**src/rtl/mips_io_pkg.sv**
```systemverilog
// Shared definitions for the MIPS host I/O bridge: default sizes,
// the TX holding-register state encoding and a pointer-width helper.
package mips_io_pkg;

  localparam int unsigned DATA_W_DEF   = 16;
  localparam int unsigned RX_DEPTH_DEF = 4;

  typedef enum logic {
    TX_EMPTY = 1'b0,
    TX_FULL  = 1'b1
  } tx_state_t;

  // Index width for a power-of-two buffer; a depth below 2 still gets one bit.
  function automatic int unsigned ptr_w(input int unsigned depth);
    return (depth < 2) ? 1 : $clog2(depth);
  endfunction

endpackage

```
**src/rtl/io_sync_fifo.sv**
```systemverilog
// Synchronous first-word-fall-through FIFO. The head word is visible on
// rd_data whenever the FIFO holds data and reads as zero when it is empty.
// A push while full and a pop while empty are both ignored.
module io_sync_fifo
  import mips_io_pkg::*;
#(
  parameter int unsigned DATA_W = DATA_W_DEF,
  parameter int unsigned DEPTH  = RX_DEPTH_DEF
) (
  input  logic                       clk,
  input  logic                       reset,
  input  logic                       push,
  input  logic [DATA_W-1:0]          wr_data,
  input  logic                       pop,
  output logic [DATA_W-1:0]          rd_data,
  output logic                       full,
  output logic                       empty,
  output logic [$clog2(DEPTH):0]     count
);

  localparam int unsigned PW = ptr_w(DEPTH);
  localparam int unsigned CW = $clog2(DEPTH) + 1;

  logic [DATA_W-1:0] mem [DEPTH];
  logic [PW-1:0]     wr_ptr_q;
  logic [PW-1:0]     rd_ptr_q;
  logic [CW-1:0]     count_q;
  logic              do_push;
  logic              do_pop;

  assign full    = (count_q == CW'(DEPTH));
  assign empty   = (count_q == '0);
  assign do_push = push && !full;
  assign do_pop  = pop && !empty;
  assign count   = count_q;
  assign rd_data = empty ? '0 : mem[rd_ptr_q];

  // Storage array; contents need no reset because the head is masked when empty.
  always_ff @(posedge clk) begin
    if (do_push) begin
      mem[wr_ptr_q] <= wr_data;
    end
  end

  // Pointers wrap naturally at the power-of-two depth; count tracks occupancy.
  always_ff @(posedge clk) begin
    if (reset) begin
      wr_ptr_q <= '0;
      rd_ptr_q <= '0;
      count_q  <= '0;
    end else begin
      if (do_push) wr_ptr_q <= wr_ptr_q + 1'b1;
      if (do_pop)  rd_ptr_q <= rd_ptr_q + 1'b1;
      if (do_push && !do_pop)      count_q <= count_q + CW'(1);
      else if (do_pop && !do_push) count_q <= count_q - CW'(1);
    end
  end

endmodule

```
**src/rtl/mips_io_bridge.sv**
```systemverilog
// Host-side end of the MIPS core I/O port. Host words are queued in an RX
// FIFO and presented on data_in; core writes are captured in a single-entry
// TX holding register and offered to the host via valid/ready.
// Build option: define MIPS_IO_OVF_IRQ_EN to also raise interrupt while
// tx_overflow is set.
module mips_io_bridge
  import mips_io_pkg::*;
#(
  parameter int unsigned DATA_W   = DATA_W_DEF,
  parameter int unsigned RX_DEPTH = RX_DEPTH_DEF
) (
  input  logic                        clk,
  input  logic                        reset,
  input  logic [DATA_W-1:0]           host_rx_data,
  input  logic                        host_rx_valid,
  output logic                        host_rx_ready,
  output logic [DATA_W-1:0]           data_in,
  output logic                        interrupt,
  input  logic                        in_ack,
  input  logic [DATA_W-1:0]           data_out,
  input  logic                        out_strobe,
  output logic [DATA_W-1:0]           host_tx_data,
  output logic                        host_tx_valid,
  input  logic                        host_tx_ready,
  output logic [$clog2(RX_DEPTH):0]   rx_count,
  output logic                        tx_overflow,
  input  logic                        ovf_clear
);

  logic              rx_full;
  logic              rx_empty;
  logic              rx_push;

  tx_state_t         tx_state_q;
  tx_state_t         tx_state_d;
  logic [DATA_W-1:0] tx_data_q;
  logic [DATA_W-1:0] tx_data_d;
  logic              tx_drop;
  logic              ovf_q;

  // Ready is forced low during reset so a host word presented then is not taken.
  assign host_rx_ready = !rx_full && !reset;
  assign rx_push       = host_rx_valid && host_rx_ready;

  io_sync_fifo #(
    .DATA_W (DATA_W),
    .DEPTH  (RX_DEPTH)
  ) u_rx_fifo (
    .clk     (clk),
    .reset   (reset),
    .push    (rx_push),
    .wr_data (host_rx_data),
    .pop     (in_ack),
    .rd_data (data_in),
    .full    (rx_full),
    .empty   (rx_empty),
    .count   (rx_count)
  );

  // TX holding register state and data.
  always_ff @(posedge clk) begin
    if (reset) begin
      tx_state_q <= TX_EMPTY;
      tx_data_q  <= '0;
    end else begin
      tx_state_q <= tx_state_d;
      tx_data_q  <= tx_data_d;
    end
  end

  // TX next state: capture on strobe unless a full register is not being drained.
  always_comb begin
    tx_state_d = tx_state_q;
    tx_data_d  = tx_data_q;
    tx_drop    = 1'b0;
    case (tx_state_q)
      TX_EMPTY: begin
        if (out_strobe) begin
          tx_data_d  = data_out;
          tx_state_d = TX_FULL;
        end
      end
      TX_FULL: begin
        if (out_strobe && host_tx_ready) begin
          tx_data_d = data_out;
        end else if (out_strobe) begin
          tx_drop = 1'b1;
        end else if (host_tx_ready) begin
          tx_state_d = TX_EMPTY;
        end
      end
      default: tx_state_d = TX_EMPTY;
    endcase
  end

  // Sticky overflow flag; a drop in the same cycle as a clear wins.
  always_ff @(posedge clk) begin
    if (reset) begin
      ovf_q <= 1'b0;
    end else if (tx_drop) begin
      ovf_q <= 1'b1;
    end else if (ovf_clear) begin
      ovf_q <= 1'b0;
    end
  end

  assign host_tx_valid = (tx_state_q == TX_FULL);
  assign host_tx_data  = tx_data_q;
  assign tx_overflow   = ovf_q;

`ifdef MIPS_IO_OVF_IRQ_EN
  assign interrupt = !rx_empty || ovf_q;
`else
  assign interrupt = !rx_empty;
`endif

endmodule

```
**config.mk**
```make
export PLATFORM = sky130hd
export DESIGN_NAME = mips_io_bridge
export DESIGN_NICKNAME = d
export VERILOG_FILES = /design/src/rtl/mips_io_pkg.sv /design/src/rtl/io_sync_fifo.sv /design/src/rtl/mips_io_bridge.sv
export SDC_FILE = /design/constraint.sdc
export NUM_CORES = 1
export LEC_CHECK = 0
export CELL_PAD_IN_SITES_DETAIL_PLACEMENT = 1
export CELL_PAD_IN_SITES_GLOBAL_PLACEMENT = 1
export CORE_ASPECT_RATIO = 0.5
export CORE_MARGIN = 1.5
export CORE_UTILIZATION = 46
export DETAILED_ROUTE_END_ITERATION = 7
export PLACE_DENSITY_LB_ADDON = 0.08
export REMOVE_ABC_BUFFERS = 1
export SYNTH_ARGS = -nofsm -noshare
export SYNTH_HDL_FRONTEND = slang
export SYNTH_HIERARCHICAL = 1
export SYNTH_SLANG_ARGS = --single-unit
```
**constraint.sdc**
```tcl
create_clock -name clk -period 7.2 [get_ports clk]
set_clock_uncertainty 0.05 [all_clocks]
set_input_delay 2.16 -clock clk [delete_from_list [all_inputs] [get_ports clk]]
set_output_delay 2.16 -clock clk [all_outputs]
set_load 0.01 [all_outputs]
```
==> qor.txt <==
n_diodes = 0
Mapped Area = 3830 µm²
GP Congestion = 0.628
worst hold start = host_tx_data[1]
WP depth = 3
FF-to-FF Start = u_rx_fifo/count[0]
Post-synth EDFFs = 64
dpl hpwl = 5040 µm
core area = 8030 µm²
max cap viols = 0
hold slack final = 430 ps
pwr/cell area = 320 nW/µm²
Final Hold Viols = 0
TritonCTS Sinks = 91
root buffer cell = clkbuf_16
largest family of logic cells by synthesized area = multiplexers
Initial DRT Pass Iterations = 4
Slew Limit Fails = 0
cell with the most instances after synthesis = edfxtp_1
Starting Density = 0.477
initial antenna violation count = 0
Total Nets Final = 355
Synth cell types = 27
CTS Hold Bufs = 0
Synth Area in Compound Gates = 0.0111
CTS tree = done
multiplexer share of the synthesized area = 0.147
final setup TNS = 0 ps
H-tree depth = 3
asr flop ratio synth = 0
outcome = finished clean
Period minus WS final = 5490 ps
first-pass GRT wire length = 12000 µm
Core Util, Final = 0.620
Yosys top cell by area = edfxtp_1
Lkg Pwr = 1.74 nW
pre-CTS setup slack = 1710 ps
Hold WC Path Type = reg2reg
Post-Synth Simple-Gate Area = 0.139
reg-to-reg critical path endpoint = u_rx_fifo/count[2]
clock-pin slew on the worst setup and hold paths = 60 ps
VDD IR max = 172 µV
total track usage = 0.183
CP Data Arrival Time = 3280 ps
FF-to-FF path depth = 11
PortBufs = 77
Worst setup SP type = primary input
register area share after synthesis = 0.643
Fmax = 0.182 GHz
cts bufs inserted = 9
pin count of the biggest net entering global routing = 44
vias in the first global route = 2266
r2r setup slk = 4370 ps
maximum fanout along the worst path = 2
maximum root-to-sink buffer count = 2
drt wl/cell = 18.1 µm
post-CTS resize count = 0
relative slew slack = 0.312
Mean Syn Cell Area = 16.6 µm²
I/O pins = 78
synthesized flop and latch total = 91
total grt overflow = 0
crit path launch = reset
Top FF cell, synth = edfxtp_1
vias per cell = 4.96
Placement Rows = 23
worst-skew pair later-pin latency = 330 ps
WS Path Type = in2out
most frequent cells after synthesis = 64 x edfxtp_1, 34 x nand2b_1, 27 x dfxtp_1
Setup WS post-layout = 1710 ps
Yosys top cell area share = 0.502
Routed WL = 7720 µm
full die area = 8910 µm²
DRT iter0 DRCs = 88
post-CTS setup buffers = 0
routed vias = 2119
Setup crit end kind = output pin
Synth Instances = 231
Critical Path, Cell by Cell = clkdlybuf4s50_1, nor2_1, clkdlybuf4s50_1
Die X = 132 µm
top cells by area, synth = edfxtp_1 50%, dfxtp_1 14%, mux4_2 5.9%, nand2b_1 5.6%, mux2i_1 4.7%
number of remaining DRC errors = 0
antenna violation net count after detailed routing = 0
delay-heaviest family, CP = buffers and inverters
Synth Warn # = 6
measured slew at the worst slew-check pin = 1030 ps
final period utilization = 0.762
Crit path largest cell delay = 550 ps
RSZ-0062 raised after global routing = no
cell mode on critical path = clkdlybuf4s50_1
adder-cell share of the synthesized area = 0.0216
synthesis-to-finish area growth = 30.0%
CP Data Required Time = 4990 ps
Die H = 67.5 µm
slowest cell on the critical path = clkdlybuf4s50_1
# setup viols final = 0
ratio of cells with drive above 1 in the final layout = 0.130
XOR/XNOR Fraction of Synth Area = 0.00686
Buf/Inv on CP = 2
worst setup path end = host_rx_ready
layout make-up:
| class | instances | area, µm² |
|---|---|---|
| multi-input combinational | 124 | 1250 |
| clock buffer | 10 | 229 |
| sequential | 91 | 2460 |
| clock inverter | 6 | 93.8 |
| fill | 728 | 3050 |
| tap | 112 | 140 |
| timing repair buffer | 79 | 786 |
| inverter | 5 | 18.8 |
kinds of logic (layout without fill, tap and decap cells):
logic type	count (synthesis)	count (layout)
buffers and inverters	16	100
flip-flops	91	91
AO/OA/AOI/OAI	8	8
multiplexers	34	34
AND/OR/NAND/NOR	73	73
XOR/XNOR	3	3
adder cells (fa/ha/maj)	6	6
state kept, by name (all words and copies together) (netlist names), named ones only:
register	cells
host_tx_valid	1
tx_overflow	1
u_rx_fifo/rd_ptr_q	2
u_rx_fifo/wr_ptr_q	2
u_rx_fifo/count	3
host_tx_data	16
u_rx_fifo/mem	64
stage by stage:
step / power [W] / area (µm²) / cells
2_1_floorplan: 0.000897 / 3730 / 220
3_3_place_gp: 0.00108 / 4650 / 411
3_5_place_dp: 0.00110 / 4650 / 411
4_1_cts: 0.00161 / 4980 / 427
5_1_grt: 0.00166 / 4980 / 427
6_report: 0.00159 / 4980 / 427
worst min-delay path, cell delays in order, from the launching register on:
cell,delay [ps]
dfxtp_1,310
nand2b_1,60
mux2i_1,60
where the power goes:
part / switching (W) / total, W / internal [W]
Clock: 0.000201 / 0.000509 / 0.000308
Sequential: 0.0000528 / 0.000654 / 0.000601
Combinational: 0.000171 / 0.000428 / 0.000257
cell usage in the layout, fill, tap and decap left out, types with 6 or more instances in the layout:
cell type / instances
clkbuf_16: 9
clkdlybuf4s50_1: 77
dfxtp_1: 27
edfxtp_1: 64
mux2i_1: 18
mux4_1: 6
mux4_2: 10
nand2b_1: 34
nor2_1: 9
nor2b_1: 7
nor2b_4: 11
worst min-delay path by stage:
| stage | cells past startpoint | end |
|---|---|---|
| final | 2 | host_tx_data[1] |
| after floorplan | 2 | flop |
| after CTS | 2 | host_tx_data[1] |
| after global routing | 2 | host_tx_data[3] |
| after global placement | 2 | host_tx_data[11] |
| after detailed placement | 2 | host_tx_data[6] |
per-layer routing:
metal	global-route usage	wire, µm	vias up
met5	0	0	-
met4	0.0500	70	0
met3	0.0631	447	9
met2	0.332	3820	58
met1	0.213	3390	1049
li1	-	-	1003
No activity file was read; power rests on OpenSTA's default activity.
